File: src/rtl/sr_bank_driver_pkg.sv
`default_nettype none
// +----------------------------------------------------------------------------+
// | sr_bank_driver_pkg : shared types and constants for the SR bank driver     |
// | Revision 1.0                                                               |
// +----------------------------------------------------------------------------+
package sr_bank_driver_pkg;

    localparam int RETRY_W = 4;

    typedef enum logic [1:0] {
        ST_IDLE   = 2'd0,
        ST_PULSE  = 2'd1,
        ST_SETTLE = 2'd2,
        ST_CHECK  = 2'd3
    } state_t;

    // Counter holds (cycles - 1), so it needs to represent max(a,b)-1 (at least 1 bit).
    function automatic int cnt_width(input int a, input int b);
        int m;
        m = (a > b) ? a : b;
        return (m <= 2) ? 1 : $clog2(m);
    endfunction

endpackage
`default_nettype wire

File: src/rtl/sr_bank_driver_if.sv
`default_nettype none
// +----------------------------------------------------------------------------+
// | sr_bank_driver_if : target handshake and SR bank strobe/feedback bundle    |
// | Revision 1.0                                                               |
// +----------------------------------------------------------------------------+
interface sr_bank_driver_if #(
    parameter int WIDTH = 8
);
    logic             tgt_valid;
    logic [WIDTH-1:0] tgt_data;
    logic             tgt_ready;
    logic [WIDTH-1:0] q_fb;
    logic [WIDTH-1:0] s_out;
    logic [WIDTH-1:0] r_out;
    logic             busy;
    logic             done;
    logic             err;
    logic [WIDTH-1:0] mismatch;

    modport master (
        output tgt_valid, tgt_data, q_fb,
        input  tgt_ready, s_out, r_out, busy, done, err, mismatch
    );

    modport slave (
        input  tgt_valid, tgt_data, q_fb,
        output tgt_ready, s_out, r_out, busy, done, err, mismatch
    );
endinterface
`default_nettype wire

File: src/rtl/sr_bank_driver_cyc_down_counter.sv
`default_nettype none
// +----------------------------------------------------------------------------+
// | cyc_down_counter : loadable down counter with zero flag for state timing   |
// | Revision 1.0                                                               |
// +----------------------------------------------------------------------------+
module cyc_down_counter #(
    parameter int W = 1
) (
    input  wire logic         clk,
    input  wire logic         rst_n,
    input  wire logic         load_i,
    input  wire logic [W-1:0] value_i,
    output logic              zero_o
);
    logic [W-1:0] cnt_q;

    always_ff @(posedge clk or negedge rst_n) begin
        if (!rst_n) begin
            cnt_q <= '0;
        end else if (load_i) begin
            cnt_q <= value_i;
        end else if (cnt_q != '0) begin
            cnt_q <= cnt_q - W'(1);
        end
    end

    assign zero_o = (cnt_q == '0);
endmodule
`default_nettype wire

File: src/rtl/sr_bank_driver.sv
`default_nettype none
// +----------------------------------------------------------------------------+
// | sr_bank_driver : writes a target word into a clocked SR flop bank with     |
// |                  set/reset strobes, read-back check and bounded retry      |
// | Revision 1.0                                                               |
// +----------------------------------------------------------------------------+
module sr_bank_driver
    import sr_bank_driver_pkg::*;
#(
    parameter int WIDTH      = 8,
    parameter int PULSE_CYC  = 1,
    parameter int SETTLE_CYC = 2,
    parameter int MAX_RETRY  = 1
) (
    input  wire logic         clk,
    input  wire logic         rst_n,
    sr_bank_driver_if.slave   bus
);
    localparam int CNT_W = cnt_width(PULSE_CYC, SETTLE_CYC);
    localparam logic [CNT_W-1:0]   C_PULSE_LD  = CNT_W'(PULSE_CYC - 1);
    localparam logic [CNT_W-1:0]   C_SETTLE_LD = CNT_W'(SETTLE_CYC - 1);
    localparam logic [RETRY_W-1:0] C_MAX_RETRY = RETRY_W'(MAX_RETRY);

    state_t             state_q;
    logic [WIDTH-1:0]   tgt_q;
    logic [WIDTH-1:0]   s_q;
    logic [WIDTH-1:0]   r_q;
    logic [RETRY_W-1:0] retry_q;
    logic               done_q;
    logic               err_q;
    logic [WIDTH-1:0]   mismatch_q;

    logic               accept;
    logic [WIDTH-1:0]   acc_set;
    logic [WIDTH-1:0]   acc_clr;
    logic [WIDTH-1:0]   mm;
    logic [WIDTH-1:0]   chk_set;
    logic [WIDTH-1:0]   chk_clr;
    logic               retry_ok;
    logic               cnt_load;
    logic [CNT_W-1:0]   cnt_val;
    logic               cnt_zero;

    always_comb begin
        accept   = bus.tgt_valid && (state_q == ST_IDLE);
        acc_set  = bus.tgt_data & ~bus.q_fb;
        acc_clr  = ~bus.tgt_data & bus.q_fb;
        mm       = bus.q_fb ^ tgt_q;
        chk_set  = tgt_q & ~bus.q_fb;
        chk_clr  = ~tgt_q & bus.q_fb;
        retry_ok = (mm != '0) && (retry_q < C_MAX_RETRY);
        cnt_load = 1'b0;
        cnt_val  = '0;
        // The counter is reloaded on the same edge that enters PULSE or SETTLE.
        case (state_q)
            ST_IDLE: begin
                if (accept && ((acc_set | acc_clr) != '0)) begin
                    cnt_load = 1'b1;
                    cnt_val  = C_PULSE_LD;
                end
            end
            ST_PULSE: begin
                if (cnt_zero) begin
                    cnt_load = 1'b1;
                    cnt_val  = C_SETTLE_LD;
                end
            end
            ST_CHECK: begin
                if (retry_ok) begin
                    cnt_load = 1'b1;
                    cnt_val  = C_PULSE_LD;
                end
            end
            default: ;
        endcase
    end

    cyc_down_counter #(
        .W       (CNT_W)
    ) u_cnt (
        .clk     (clk),
        .rst_n   (rst_n),
        .load_i  (cnt_load),
        .value_i (cnt_val),
        .zero_o  (cnt_zero)
    );

    // s_q/r_q hold the set/clear masks for the whole pulse and drive the bank directly.
    always_ff @(posedge clk or negedge rst_n) begin
        if (!rst_n) begin
            state_q    <= ST_IDLE;
            tgt_q      <= '0;
            s_q        <= '0;
            r_q        <= '0;
            retry_q    <= '0;
            done_q     <= 1'b0;
            err_q      <= 1'b0;
            mismatch_q <= '0;
        end else begin
            done_q <= 1'b0;
            case (state_q)
                ST_IDLE: begin
                    if (accept) begin
                        tgt_q      <= bus.tgt_data;
                        retry_q    <= '0;
                        err_q      <= 1'b0;
                        mismatch_q <= '0;
                        if ((acc_set | acc_clr) != '0) begin
                            s_q     <= acc_set;
                            r_q     <= acc_clr;
                            state_q <= ST_PULSE;
                        end else begin
                            state_q <= ST_CHECK;
                        end
                    end
                end
                ST_PULSE: begin
                    if (cnt_zero) begin
                        s_q     <= '0;
                        r_q     <= '0;
                        state_q <= ST_SETTLE;
                    end
                end
                ST_SETTLE: begin
                    if (cnt_zero) begin
                        state_q <= ST_CHECK;
                    end
                end
                ST_CHECK: begin
                    if (retry_ok) begin
                        s_q     <= chk_set;
                        r_q     <= chk_clr;
                        retry_q <= retry_q + RETRY_W'(1);
                        state_q <= ST_PULSE;
                    end else begin
                        done_q     <= 1'b1;
                        err_q      <= (mm != '0);
                        mismatch_q <= mm;
                        state_q    <= ST_IDLE;
                    end
                end
                default: state_q <= ST_IDLE;
            endcase
        end
    end

    assign bus.tgt_ready = (state_q == ST_IDLE);
    assign bus.busy      = (state_q != ST_IDLE);
    assign bus.s_out     = s_q;
    assign bus.r_out     = r_q;
    assign bus.done      = done_q;
    assign bus.err       = err_q;
    assign bus.mismatch  = mismatch_q;
endmodule
`default_nettype wire

File: src/flat_wrapper.sv
// flat-port wrapper written by rule: the top's interface ports become plain ports
module sr_bank_driver_flat import sr_bank_driver_pkg::*;
#(
    parameter int WIDTH      = 8,
    parameter int PULSE_CYC  = 1,
    parameter int SETTLE_CYC = 2,
    parameter int MAX_RETRY  = 1
)
  (clk, rst_n, bus_tgt_valid, bus_tgt_data, bus_q_fb, bus_tgt_ready, bus_s_out, bus_r_out, bus_busy, bus_done, bus_err, bus_mismatch);
  sr_bank_driver_if #(.WIDTH(WIDTH)) bus_i ();
  input  wire logic clk;
  input  wire logic rst_n;
  input wire logic [$bits(bus_i.tgt_valid)-1:0] bus_tgt_valid;
  input wire logic [$bits(bus_i.tgt_data)-1:0] bus_tgt_data;
  input wire logic [$bits(bus_i.q_fb)-1:0] bus_q_fb;
  output wire logic [$bits(bus_i.tgt_ready)-1:0] bus_tgt_ready;
  output wire logic [$bits(bus_i.s_out)-1:0] bus_s_out;
  output wire logic [$bits(bus_i.r_out)-1:0] bus_r_out;
  output wire logic [$bits(bus_i.busy)-1:0] bus_busy;
  output wire logic [$bits(bus_i.done)-1:0] bus_done;
  output wire logic [$bits(bus_i.err)-1:0] bus_err;
  output wire logic [$bits(bus_i.mismatch)-1:0] bus_mismatch;
  assign bus_i.tgt_valid = bus_tgt_valid;
  assign bus_i.tgt_data = bus_tgt_data;
  assign bus_i.q_fb = bus_q_fb;
  assign bus_tgt_ready = bus_i.tgt_ready;
  assign bus_s_out = bus_i.s_out;
  assign bus_r_out = bus_i.r_out;
  assign bus_busy = bus_i.busy;
  assign bus_done = bus_i.done;
  assign bus_err = bus_i.err;
  assign bus_mismatch = bus_i.mismatch;
  sr_bank_driver #(.WIDTH(WIDTH), .PULSE_CYC(PULSE_CYC), .SETTLE_CYC(SETTLE_CYC), .MAX_RETRY(MAX_RETRY)) u_core (.clk(clk), .rst_n(rst_n), .bus(bus_i));
endmodule
File: config.mk
export PLATFORM = sky130hd
export DESIGN_NAME = sr_bank_driver_flat
export DESIGN_NICKNAME = d
export VERILOG_FILES = /design/src/rtl/sr_bank_driver_pkg.sv /design/src/rtl/sr_bank_driver_if.sv /design/src/rtl/sr_bank_driver_cyc_down_counter.sv /design/src/rtl/sr_bank_driver.sv /design/src/flat_wrapper.sv
export SDC_FILE = /design/constraint.sdc
export NUM_CORES = 1
export LEC_CHECK = 0
export CELL_PAD_IN_SITES_DETAIL_PLACEMENT = 2
export CELL_PAD_IN_SITES_GLOBAL_PLACEMENT = 2
export CORE_MARGIN = 3
export CORE_UTILIZATION = 34
export DETAILED_ROUTE_END_ITERATION = 8
export HOLD_SLACK_MARGIN = 0.12
export PLACE_DENSITY_LB_ADDON = 0.15
export SETUP_SLACK_MARGIN = 0.02
export SLEW_MARGIN = 20
export SYNTH_ARGS = -nofsm -noshare
export SYNTH_HDL_FRONTEND = slang
export SYNTH_SLANG_ARGS = --single-unit
File: constraint.sdc
create_clock -name clk -period 3.04 [get_ports clk]
set_input_delay 0.608 -clock clk [delete_from_list [all_inputs] [get_ports clk]]
set_output_delay 0.608 -clock clk [all_outputs]
set_load 0.03 [all_outputs]
# ---- Word-level counts from Yosys, hierarchy flattened
# Index checks and enable logic that the tools add are counted.
dict set report word_totals {
  word_cells 77
  output_inout_bits 28
  regBits 41
  input_bits 19
}
dict set report classes {
  order_cmp 1
  n_eq_ne 9
  n_mux 33
  reduce_logical 14
  bitwise 9
  add_sub_neg 2
}
# cell n
set ops {}
lappend ops {{8-bit 2-to-1 mux} 9}
lappend ops {{8-bit case mux with 3 select lines} 2}
lappend ops {{8-bit bitwise AND} 4}
lappend ops {{8-bit NOT} 3}
lappend ops {{8-bit case mux with 2 select lines} 1}
lappend ops {{8-bit nonzero test} 2}
lappend ops {{1-bit 2-to-1 mux} 11}
lappend ops {{3-bit AND reduction} 3}
lappend ops {{2-bit 2-to-1 mux} 4}
lappend ops {{4-bit 2-to-1 mux} 2}
lappend ops {{8-bit OR} 1}
lappend ops {{2-bit case mux with 4 select lines} 1}
lappend ops {{4-bit case mux with 2 select lines} 1}
lappend ops {{8-bit XOR} 1}
lappend ops {{2-bit by 1-bit != test with 1-bit output, second input constant} 3}
lappend ops {{2-bit != test, second input constant} 3}
lappend ops {{5-bit AND reduction} 1}
lappend ops {{4-bit by 1-bit adder with 4-bit output, second input constant} 1}
lappend ops {{2-bit equality test, second input constant} 2}
lappend ops {{4-bit by 1-bit < comparator with 1-bit output, second input constant} 1}
lappend ops {{2-bit nonzero test} 2}
lappend ops {{1-bit logical AND} 3}
lappend ops {{1-bit case mux with 3 select lines} 1}
lappend ops {{3-bit nonzero test} 1}
lappend ops {{other kinds (5)} 5}

# ---- Longest topological paths before layout
dict set report logic_depth {
  ltp_word 8
  mapped_depth 7
  ltp_nobuf 6
}

# ---- Modules after synthesis
# A second synthesis with hierarchy kept.
dict set report unflattened {
  cells_unflattened 234
  area_unflattened_um2 2586.2
}
# module cells_per_inst instances area_per_inst_um2 seq_area_each_um2
set modules_own_cells {}
lappend modules_own_cells {sr_bank_driver 231 1 2551.2 1001.0}
lappend modules_own_cells {cyc_down_counter 3 1 35.0 25.0}

# ---- Least setup slack after synthesis
# Ideal clock, no wire load.
dict set report synth_timing {
  path_kind {input to register}
  startpoint {in bus_q_fb[7]}
  endpoint {reg u_core.r_q[6] (netlist: u_core.bus.r_out[6])}
  t_required_ns 2.915
  setup_slack_ns 0.637
  path_buffers 1
  cell_stages 7
  t_arrival_ns 2.278
  setup_time_ns 0.125
  cell_sequence {inv_1 -> ha_1 -> nand4_1 -> o21ai_2 -> a2111oi_4 -> buf_6 -> mux2_2}
}
dict set report synth_between {
  elab_chain_len 6
  word_cells_on_any_way 11
  classes_between {eq/ne: 2; bitwise: 5; reduce/logical: 4}
}
# item line
set synth_rtl {}
lappend synth_rtl {{start, declared} flat_wrapper.sv:15} ;# input wire logic [$bits(bus_i.q_fb)-1:0] bus_q_fb;
lappend synth_rtl {{8-bit NOT} sr_bank_driver.sv:46} ;# acc_set = bus.tgt_data & ~bus.q_fb;
lappend synth_rtl {{8-bit bitwise AND} sr_bank_driver.sv:46}
lappend synth_rtl {{8-bit OR} sr_bank_driver.sv:108} ;# if ((acc_set | acc_clr) != '0) begin
lappend synth_rtl {{8-bit nonzero test} sr_bank_driver.sv:108}
lappend synth_rtl {{2-bit by 1-bit != test with 1-bit output (no source line)} --}
lappend synth_rtl {{5-bit AND reduction (no source line) *} --}
lappend synth_rtl {{end signal, assigned} sr_bank_driver.sv:110} ;# r_q <= acc_clr;
lappend synth_rtl {{end signal, assigned} sr_bank_driver.sv:132} ;# r_q <= chk_clr;
lappend synth_rtl {{end, declared} sr_bank_driver.sv:27} ;# logic [WIDTH-1:0] r_q;
# Every way passes the cells marked *; elsewhere a longest branch is shown, timed or not.
# A chain may end at the register's enable or synchronous reset.

# ---- Final worst setup path
dict set report layout_timing {
  startpoint {in bus_q_fb[5]}
  endpoint {reg u_core.s_q[5] (netlist: u_core.bus.s_out[5])}
}
dict set report layout_between {
  elab_chain_len 6
  word_cells_on_any_way 16
  classes_between {eq/ne: 2; mux: 4; bitwise: 6; reduce/logical: 4}
}
# item line
set layout_rtl {}
lappend layout_rtl {{8-bit NOT} {sr_bank_driver.sv:46, sr_bank_driver.sv:49}}
lappend layout_rtl {{8-bit bitwise AND} sr_bank_driver.sv:46}
lappend layout_rtl {{8-bit OR} sr_bank_driver.sv:108}
lappend layout_rtl {{8-bit nonzero test} sr_bank_driver.sv:108}
lappend layout_rtl {{2-bit by 1-bit != test with 1-bit output (no source line)} --}
lappend layout_rtl {{5-bit AND reduction (no source line)} --}
lappend layout_rtl {{end signal, assigned} sr_bank_driver.sv:109} ;# s_q <= acc_set;
lappend layout_rtl {{end signal, assigned} sr_bank_driver.sv:131} ;# s_q <= chk_set;
lappend layout_rtl {{end, declared} sr_bank_driver.sv:26} ;# logic [WIDTH-1:0] s_q;
# Several ways; a longest one is shown, not always the timed one. The select of a mux whose other input is x is not followed.

==> results.json <==
{
  "status": "finished clean",
  "ys.flop_type": "dfrtp_1",
  "io_pins": 47,
  "syn_area_per_cell_sq_um": 11.2,
  "wl_um": 6470,
  "tns_ns": 0,
  "intPower_uw": 1770,
  "synth_area_sq_um": 2480,
  "synth_cell_types": 29,
  "hold_path_class": "in2async",
  "regToRegStartpoint": "u_core.state_q[0]",
  "track_usage_pct": 17.0,
  "synth_nets": 280,
  "tightest_slew_ns": 0.600,
  "cts_made_buffers": 5,
  "gp_congestion": 0.731,
  "synth_top_area_share_pct": 41.4,
  "finalHoldViolCount": 0,
  "max_slew_margin_pct": 59.9,
  "ctsHoldBuffers": 0,
  "numPortBuffers": 46,
  "die_w_um": 91.4,
  "cts_tree": "built",
  "die_h_um": 91.4,
  "crit_fanout": 9,
  "post_dp_cell_area_sq_um": 3060,
  "ctsResizeCount": 0,
  "vias_per_cell": 4.93,
  "via_count": 1819,
  "clock_path_buffers": 2,
  "clk_latency_ns": 0.29,
  "fin_crit_ns": 2.66,
  "syn_inst": 221,
  "worst_hold_slack_ns": 0.296,
  "fin_skew_ns": 0.00605,
  "reg2reg_depth": 7,
  "grt-ovfl-total": 0,
  "p_leak_uw": 0.00156,
  "end_kind": "flip-flop",
  "ys_top_cells_by_count": "dfrtp_1, ha_1, inv_1",
  "synth-edff-count": 0,
  "drc": 0,
  "dieArea_sq_um": 8350,
  "grt_start_max_net_pins": 42,
  "async_flop_share_pct": 100,
  "synth-seq-area-share_pct": 41.4,
  "cp-start-kind": "input pin",
  "yosys.area.top_type": "dfrtp_1",
  "grt_pass1_vias": 2132,
  "cts_sinks": 41,
  "grt_pass1_wl_um": 11200,
  "clkPwrFrac_pct": 15.3,
  "r2r_end": "u_core.bus.s_out[5]",
  "ant_nets": 0,
  "yosysWarnings": 0,
  "cp.required_ns": 3.22,
  "drive_above_1_share_pct": 16.5,
  "n_antenna_cell": 0,
  "fp-row-count": 30,
  "dpl.hpwl_um": 4830,
  "post-route-period-util_pct": 87.6,
  "max_freq_ghz": 0.375,
  "core_area_sq_um": 6940,
  "post_cts_buffers": 0,
  "dr.pass1.iters": 4,
  "syn_to_final_growth_pct": 28.3,
  "setup_viol": 0,
  "power.share.switching_pct": 42.0,
  "crit_path_start": "bus_q_fb[5]",
  "finish.instance_area_sq_um": 3180,
  "rsz0062_at_grt": "no",
  "clkTransAtPathRegs_ns": 0.08,
  "start_util_pct": 35.7,
  "report.final.slew_viol_count": 0,
  "switchingPower_uw": 1280,
  "pwr-share-comb_pct": 57.3,
  "ir_drop_mv": 0.492,
  "wl_per_cell_um": 17.5,
  "reg2reg_slack_ns": 0.77,
  "cts-root-buf": "clkbuf_8",
  "drt-initial-drc-count": 38,
  "p_seq_share_pct": 27.4,
  "crit_type": "in2reg",
  "layout.nets": 331,
  "grt_antenna_before_repair": 0,
  "synth-seq-cells": 41,
  "ys_top_cells_by_area": "dfrtp_1, ha_1, mux2_2, a22o_1, inv_1",
  "cp.arrival_ns": 2.84,
  "cap_violations": 0,
  "power.density_nw_per_um2": 959,
  "h-tree-depth": 2,
  "yosysMostFrequentCell": "dfrtp_1"
}
## how the worst max path moves through the flow
stage               slack, ns                   to
global route             0.28  u_core.bus.s_out[5]
global placement         0.15  u_core.bus.s_out[1]
detailed placement       0.07  u_core.bus.s_out[5]
floorplan                0.64  u_core.bus.r_out[6]
finish                   0.38  u_core.bus.s_out[5]
CTS                      0.35  u_core.bus.s_out[5]
## through the flow
step	util [%]	power (uW)	setup slack [ns]	std cells
after floorplan	-	1990	0.637	221
after global placement	44.1	2560	0.147	361
after detailed placement	44.1	2620	0.0677	361
after CTS	45.7	3110	0.352	369
after global routing	45.8	3300	0.277	369
final	45.8	3050	0.376	369
## sequential cells by signal, summed over array words and instances, names as in the netlist
| name | cells |
|---|---|
| u_core.bus.done | 1 |
| u_core.bus.err | 1 |
| u_core.bus.s_out | 8 |
| u_core.bus.mismatch | 8 |
| u_core.state_q | 2 |
| u_core.tgt_q | 8 |
| u_core.u_cnt.cnt_q | 1 |
| u_core.retry_q | 4 |
| u_core.bus.r_out | 8 |
## power groups by stage
stage,registers [uW],clock network (uW),logic (uW)
CTS,841,482,1780
floorplan,995,0,996
finish,836,466,1750
global route,867,516,1920
global placement,843,0,1710
detailed placement,851,0,1770
## worst max-delay path, stage by stage
cell	delay (ns)
clkdlybuf4s50_1	0.53
inv_1	0.08
ha_1	0.33
nand4_1	0.16
o21ai_2	0.11
a2111oi_4	0.41
buf_4	0.26
mux2_2	0.35
## area by class of cell
type                       count  area (sq um)
fill                         720          3760
multi-input combinational    141          1300
sequential                    41          1030
timing repair buffer          52           503
tap                           96           120
inverter                      31           116
clock buffer                   7          86.3
clock inverter                 1          30.0
## per-layer routing
metal	part of all wire [%]	track usage (%)	routed length, um	vias up
met2	50	30.2	3230	28
li1	-	-	-	855
met3	3.3	3.31	211	8
met4	1.1	4.52	72	0
met5	0	0	0	-
met1	46	20.9	2950	928
## cell families (layout without fill, tap and decap cells)
family                   count (synthesis)  in the layout  synth area share (%)
flip-flops                              41             41                  41.4
adder cells (fa/ha/maj)                 40             40                  20.2
buffers and inverters                   39             91                  6.21
AO/OA/AOI/OAI                           38             38                  12.2
AND/OR/NAND/NOR                         38             38                  8.64
multiplexers                            25             25                  11.3
## placed cells by master (no fill, tap or decap)
master,count
clkdlybuf4s50_1,45
nand3_1,1
a21oi_1,3
dfrtp_1,41
o21ai_0,9
o21a_1,1
a22o_1,16
ha_1,40
bufinv_16,1
mux2_2,24
or2_2,1
mux2i_1,1
nor3b_1,1
a21o_1,1
nand4_1,4
buf_4,7
o32ai_1,1
clkbuf_1,1
or4b_2,1
o21ai_2,1
o22a_2,1
and2_2,1
nor3_1,5
inv_1,31
o211ai_1,2
a2111oi_4,1
nor3b_4,1
nand2_1,11
nor2_1,3
nor2b_1,9
clkbuf_8,6
a2bb2oi_1,2
Note: power is estimated with default switching activity, not from simulation.
